<file path="config.mk">
export PLATFORM = sky130hd
export DESIGN_NAME = opl3_timers
export DESIGN_NICKNAME = d
export VERILOG_FILES = /design/src/rtl/opl3_pkg.sv /design/src/rtl/opl3_timer_channel.sv /design/src/rtl/opl3_timers.sv
export SDC_FILE = /design/constraint.sdc
export NUM_CORES = 1
export LEC_CHECK = 0
export ABC_CLOCK_PERIOD_IN_PS = 1800
export BUFFER_PORTS_ARGS = -buffer_cell sky130_fd_sc_hd__buf_2
export CORE_UTILIZATION = 50
export DETAILED_ROUTE_END_ITERATION = 16
export PLACE_DENSITY = 0.76
export SLEW_MARGIN = 20
export SYNTH_ARGS = -nofsm -noshare
export SYNTH_HDL_FRONTEND = slang
export SYNTH_SLANG_ARGS = --single-unit
</file>
<file path="constraint.sdc">
create_clock -name clk -period 1.8 [get_ports clk]
set_input_delay 0.09 -clock clk [delete_from_list [all_inputs] [get_ports clk]]
set_output_delay 0.09 -clock clk [all_outputs]
set_load 0.03 [all_outputs]
</file>
<file path="src/rtl/opl3_pkg.sv">
// Shared OPL3 types and register map constants.
// Holds the host register-write bus type and the timer/status register map.
package opl3_pkg;

    typedef struct packed {
        logic       valid;
        logic       bank_num;
        logic [7:0] address;
        logic [7:0] data;
    } opl3_reg_wr_t;

    localparam logic [7:0] TIMER1_ADDR     = 8'h02;
    localparam logic [7:0] TIMER2_ADDR     = 8'h03;
    localparam logic [7:0] TIMER_CTRL_ADDR = 8'h04;

    localparam int unsigned STATUS_IRQ_BIT = 7;
    localparam int unsigned STATUS_FT1_BIT = 6;
    localparam int unsigned STATUS_FT2_BIT = 5;

endpackage

</file>
<file path="src/rtl/opl3_timer_channel.sv">
// One OPL3 timer: prescaler of DIV sample pulses feeding an 8-bit up-counter.
// Emits a combinational one-cycle overflow pulse on the tick that wraps 0xFF.
module opl3_timer_channel #(
    parameter int DIV = 4
) (
    input  logic       clk,
    input  logic       reset,
    input  logic [7:0] preset,
    input  logic       start,
    input  logic       sample_clk_en,
    output logic       overflow
);
    localparam int PW = (DIV > 1) ? $clog2(DIV) : 1;

    logic          running;
    logic [7:0]    counter;
    logic [PW-1:0] prescaler;
    logic          load;
    logic          tick;

    // A rising start loads and suppresses any tick in that same cycle.
    assign load     = start && !running;
    assign tick     = start && running && sample_clk_en && (prescaler == PW'(DIV - 1));
    assign overflow = tick && (counter == 8'hFF);

    always_ff @(posedge clk) begin
        if (reset) begin
            running   <= 1'b0;
            counter   <= '0;
            prescaler <= '0;
        end else begin
            running <= start;
            if (load) begin
                counter   <= preset;
                prescaler <= '0;
            end else if (tick) begin
                prescaler <= '0;
                counter   <= (counter == 8'hFF) ? preset : counter + 8'd1;
            end else if (start && running && sample_clk_en) begin
                prescaler <= prescaler + PW'(1);
            end
        end
    end

endmodule

</file>
<file path="src/rtl/opl3_timers.sv">
// OPL3 Timer 1 / Timer 2 with sticky flags, masks, status byte and active-low IRQ.
// Build option OPL3_TIMERS_OPL2_STATUS_EN: status[2:1] read as 2'b11 for OPL2 detection code.
module opl3_timers
    import opl3_pkg::*;
#(
    parameter int TIMER1_DIV = 4,
    parameter int TIMER2_DIV = 16
) (
    input  logic         clk,
    input  logic         reset,
    input  opl3_reg_wr_t opl3_reg_wr,
    input  logic         sample_clk_en,
    input  logic         force_timer_overflow,
    output logic [7:0]   status,
    output logic         irq_n
);
    logic [7:0] t1_preset, t2_preset;
    logic       st1, st2, mask1, mask2;
    logic       ft1, ft2, irq_q, irq_n_q;
    logic       bank0_wr, ctrl_wr, rst_wr, ctrl_upd;
    logic       st1_next, st2_next, ft1_next, ft2_next;
    logic       ovf1, ovf2;
    logic       unused_ctrl_bits;

    assign bank0_wr = opl3_reg_wr.valid && !opl3_reg_wr.bank_num;
    assign ctrl_wr  = bank0_wr && (opl3_reg_wr.address == TIMER_CTRL_ADDR);
    assign rst_wr   = ctrl_wr && opl3_reg_wr.data[7];
    assign ctrl_upd = ctrl_wr && !opl3_reg_wr.data[7];
    assign unused_ctrl_bits = ^opl3_reg_wr.data[4:2];

    // Channels see the start bit as it will be after this write so the load lands on the write edge.
    assign st1_next = ctrl_upd ? opl3_reg_wr.data[0] : st1;
    assign st2_next = ctrl_upd ? opl3_reg_wr.data[1] : st2;

    opl3_timer_channel #(.DIV(TIMER1_DIV)) u_timer1 (
        .clk           (clk),
        .reset         (reset),
        .preset        (t1_preset),
        .start         (st1_next),
        .sample_clk_en (sample_clk_en),
        .overflow      (ovf1)
    );

    opl3_timer_channel #(.DIV(TIMER2_DIV)) u_timer2 (
        .clk           (clk),
        .reset         (reset),
        .preset        (t2_preset),
        .start         (st2_next),
        .sample_clk_en (sample_clk_en),
        .overflow      (ovf2)
    );

    assign ft1_next = rst_wr ? 1'b0 : (ft1 || (!mask1 && (ovf1 || force_timer_overflow)));
    assign ft2_next = rst_wr ? 1'b0 : (ft2 || (!mask2 && (ovf2 || force_timer_overflow)));

    always_ff @(posedge clk) begin
        if (reset) begin
            t1_preset <= '0;
            t2_preset <= '0;
            st1       <= 1'b0;
            st2       <= 1'b0;
            mask1     <= 1'b0;
            mask2     <= 1'b0;
            ft1       <= 1'b0;
            ft2       <= 1'b0;
            irq_q     <= 1'b0;
            irq_n_q   <= 1'b1;
        end else begin
            if (bank0_wr && opl3_reg_wr.address == TIMER1_ADDR) t1_preset <= opl3_reg_wr.data;
            if (bank0_wr && opl3_reg_wr.address == TIMER2_ADDR) t2_preset <= opl3_reg_wr.data;
            st1 <= st1_next;
            st2 <= st2_next;
            if (ctrl_upd) begin
                mask1 <= opl3_reg_wr.data[6];
                mask2 <= opl3_reg_wr.data[5];
            end
            ft1     <= ft1_next;
            ft2     <= ft2_next;
            irq_q   <= ft1_next || ft2_next;
            irq_n_q <= !(ft1_next || ft2_next);
        end
    end

    always_comb begin
        status                 = '0;
        status[STATUS_IRQ_BIT] = irq_q;
        status[STATUS_FT1_BIT] = ft1;
        status[STATUS_FT2_BIT] = ft2;
`ifdef OPL3_TIMERS_OPL2_STATUS_EN
        status[2:1]            = 2'b11;
`else
        status[4:0]            = '0;
`endif
    end

    assign irq_n = irq_n_q;

endmodule
</file>
==> results.py <==
metrics = {
    "synthesis": {
        "ys_warn_count": 0,
        "synth.distinct_cells": 60,
        "synth_cells": 268,
        "ys_seq_elements": 46,
        "netlist.area_leader.share_pct": 38.3,
        "synth_edf_count": 0,
        "synth_top_flop_cell": "dfxtp_1",
        "synthArstFlopShare_pct": 0,
        "seq_area_frac_synth_pct": 38.3,
        "synth.area.top_cells": "dfxtp_1 (38%), mux2i_1 (9.2%), nor2_1 (4.5%)",
        "synth_top_area_cell": "dfxtp_1",
        "netlist_area_um2": 2400,
        "syn_area_per_cell_um2": 8.97,
    },
    "die": {
        "die_width_um": 71.4,
        "placeableCoreArea_um2": 4470,
        "die_h_um": 71.4,
        "floorplan.initialDensity_pct": 53.7,
        "die-area_um2": 5090,
        "rows": 24,
        "pin_count": 31,
    },
    "finish": {
        "final_common_cell": "dfxtp_1",
        "syn_to_final_growth_pct": 23.4,
        "stdcell_area_um2": 2970,
        "final_cell_mix": "dfxtp_1 (43), buf_4 (31), nor2_1 (29)",
        "num_antenna_cells": 0,
        "finalNetCount": 343,
        "drive_gt1_share_pct": 29.9,
        "fill_cells": 342,
    },
    "routing": {
        "wl_per_cell_um": 15.5,
        "wl_met2_um": 2700,
        "wl_met3_um": 264,
        "vias_per_cell": 5.97,
        "route.final.wire_length_um": 5720,
        "routed.top_layer": "met4",
        "vias": 2210,
        "routedLengthMet1_um": 2630,
        "drc_errors": 4,
        "dr.pass1.iters": 10,
        "final_antenna_net_count": 0,
        "drtIter0Drc": 104,
    },
    "placement": {
        "io_buffer_count": 25,
        "gp_congestion": 0.865,
        "dpl_cell_area_um2": 2780,
        "place_hpwl_um": 4130,
    },
    "grt": {
        "antenna_found_initial": 0,
        "grt_pass1_wl_um": 9110,
        "grt_max_degree": 19,
        "grt_usage_pct": 23.3,
        "grt_pass1_vias": 2028,
        "grt-ovfl-total": 0,
    },
    "clocking": {
        "cts.sink_count": 46,
        "postCtsHoldBufs": 0,
        "clk_latency_ns": 0.31,
        "root_buffer": "clkbuf_8",
        "clk_pin_slew_ns": 0.09,
        "clock_path_buffers": 2,
        "cts_inserted_buffers": 5,
        "cts_tree": "yes",
        "htreeDepth": 2,
    },
    "setup_path": {
        "cp-start-kind": "register",
        "crit_required_ns": 1.98,
        "cp_max_fo": 3,
        "arrival_ns": 2.00,
        "critPathKind": "reg2reg",
        "end_kind": "register",
    },
    "timing": {
        "final.setup_skew_ns": 0.00646,
        "period_minus_slack_ns": 1.82,
        "hold_viol": 0,
        "fin_crit_sh_pct": 101,
        "final.setup.tns_ns": -0.0367,
        "max_freq_mhz": 549,
        "worst_slack_ns": -0.0219,
        "rsz0062_at_grt": "true",
        "setup_violations": 3,
        "slew_violations": 0,
    },
    "job": {
        "cap_violations": 0,
    },
    "run_status": {
        "status": "finished with violations",
        "violations": "DRC, setup timing",
    },
    "hold_path": {
        "worstHoldPathType": "in2reg",
    },
    "pwr": {
        "ir_drop_uv": 522,
        "power_density_nw_per_um2": 619,
        "p_leak_nw": 1.26,
    },
}
[metrics by stage]
| stage | hold WS [ns] | setup WS, ns | power [mW] | instances | utilization (%) |
|---|---|---|---|---|---|
| after detailed placement | 0.354 | -0.131 | 1.19 | 360 | 62.2 |
| after floorplan | 0.234 | -0.0194 | 1.14 | 272 | - |
| after global placement | 0.342 | -0.0747 | 1.19 | 360 | 62.2 |
| after CTS | 0.0328 | -0.0641 | 1.85 | 370 | 65.6 |
| after global routing | 0.0573 | -0.0813 | 1.90 | 370 | 66.3 |
| final | 0.0428 | -0.0219 | 1.84 | 370 | 66.3 |
[per-layer routing]
metal / vias to the layer above / global-route usage [%]
met5: - / 0
li1: 1067 / -
met3: 13 / 4.08
met2: 77 / 38.7
met4: 0 / 11.1
met1: 1053 / 29.5
[layout make-up]
type	instances	area (um2)	share of cell area [%]
clock inverter	2	12.5	0.422
clock buffer	6	82.6	2.78
inverter	10	37.5	1.26
tap	52	65.1	2.19
multi-input combinational	194	1420	47.9
timing repair buffer	60	420	14.2
sequential	46	927	31.2
[registers in the layout, summed over array words and instances, names as in the netlist]
signal / count
ft1: 1
irq_q: 1
u_timer1.prescaler: 2
u_timer1.counter: 8
u_timer1.running: 1
mask2: 1
u_timer2.running: 1
u_timer2.counter: 8
mask1: 1
irq_n: 1
ft2: 1
t1_preset: 8
t2_preset: 8
u_timer2.prescaler: 4
[Yosys cell counts (all sizes together) (6+ instances only)]
master and instances:
o21ai 7, nor3 8, inv 10, nor4 7, mux2i 22, nand3 7, nand2 16, dfxtp 46
a32o 6, clkbuf 9, nor2 29, buf 13, a21oi 14
[power breakdown]
group	internal, mW	leakage (nW)	switching, mW
Combinational	0.0504	0.844	0.0916
Sequential	1.02	0.374	0.00278
Clock	0.309	0.0472	0.361
Total	1.38	1.26	0.455
[cells by family (layout without fill, tap and decap cells)]
group / Yosys count / after routing / share of synthesized area (%)
AND/OR/NAND/NOR: 96 / 96 / 22.6
AO/OA/AOI/OAI: 62 / 62 / 18.8
flip-flops: 46 / 46 / 38.3
buffers and inverters: 32 / 78 / 6.87
multiplexers: 24 / 24 / 10.1
adder cells (fa/ha/maj): 4 / 4 / 2.08
XOR/XNOR: 3 / 3 / 1.09
other: 1 / 5 / 0.156
[path summary, 6_finish.rpt]
kind,cells after the start,slack [ns],startpoint,end
setup / recovery,6,-0.02,u_timer1.counter[1],irq_n
hold / removal,3,0.04,opl3_reg_wr[4],t2_preset[4]
setup reg to reg,6,-0.02,u_timer1.counter[1],irq_n
hold reg to reg,2,0.48,u_timer1.prescaler[1],u_timer1.prescaler[1]
[critical path, stage by stage, from the launching register on]
cell and delay, ns:
dfxtp_4 0.38, ha_4 0.13, nand3_2 0.07, or2_4 0.27, or3_4 0.39, o41ai_4 0.34
o31ai_1 0.12
[repair_timing]
action | CTS | global route
pin swaps | 7 | 8
endpoints found under the setup margin | 14 | 14
gates cloned | 0 | 0
buffers inserted | 2 | 0
resized for setup | 8 | 9
(Power assumes the default switching activity.)
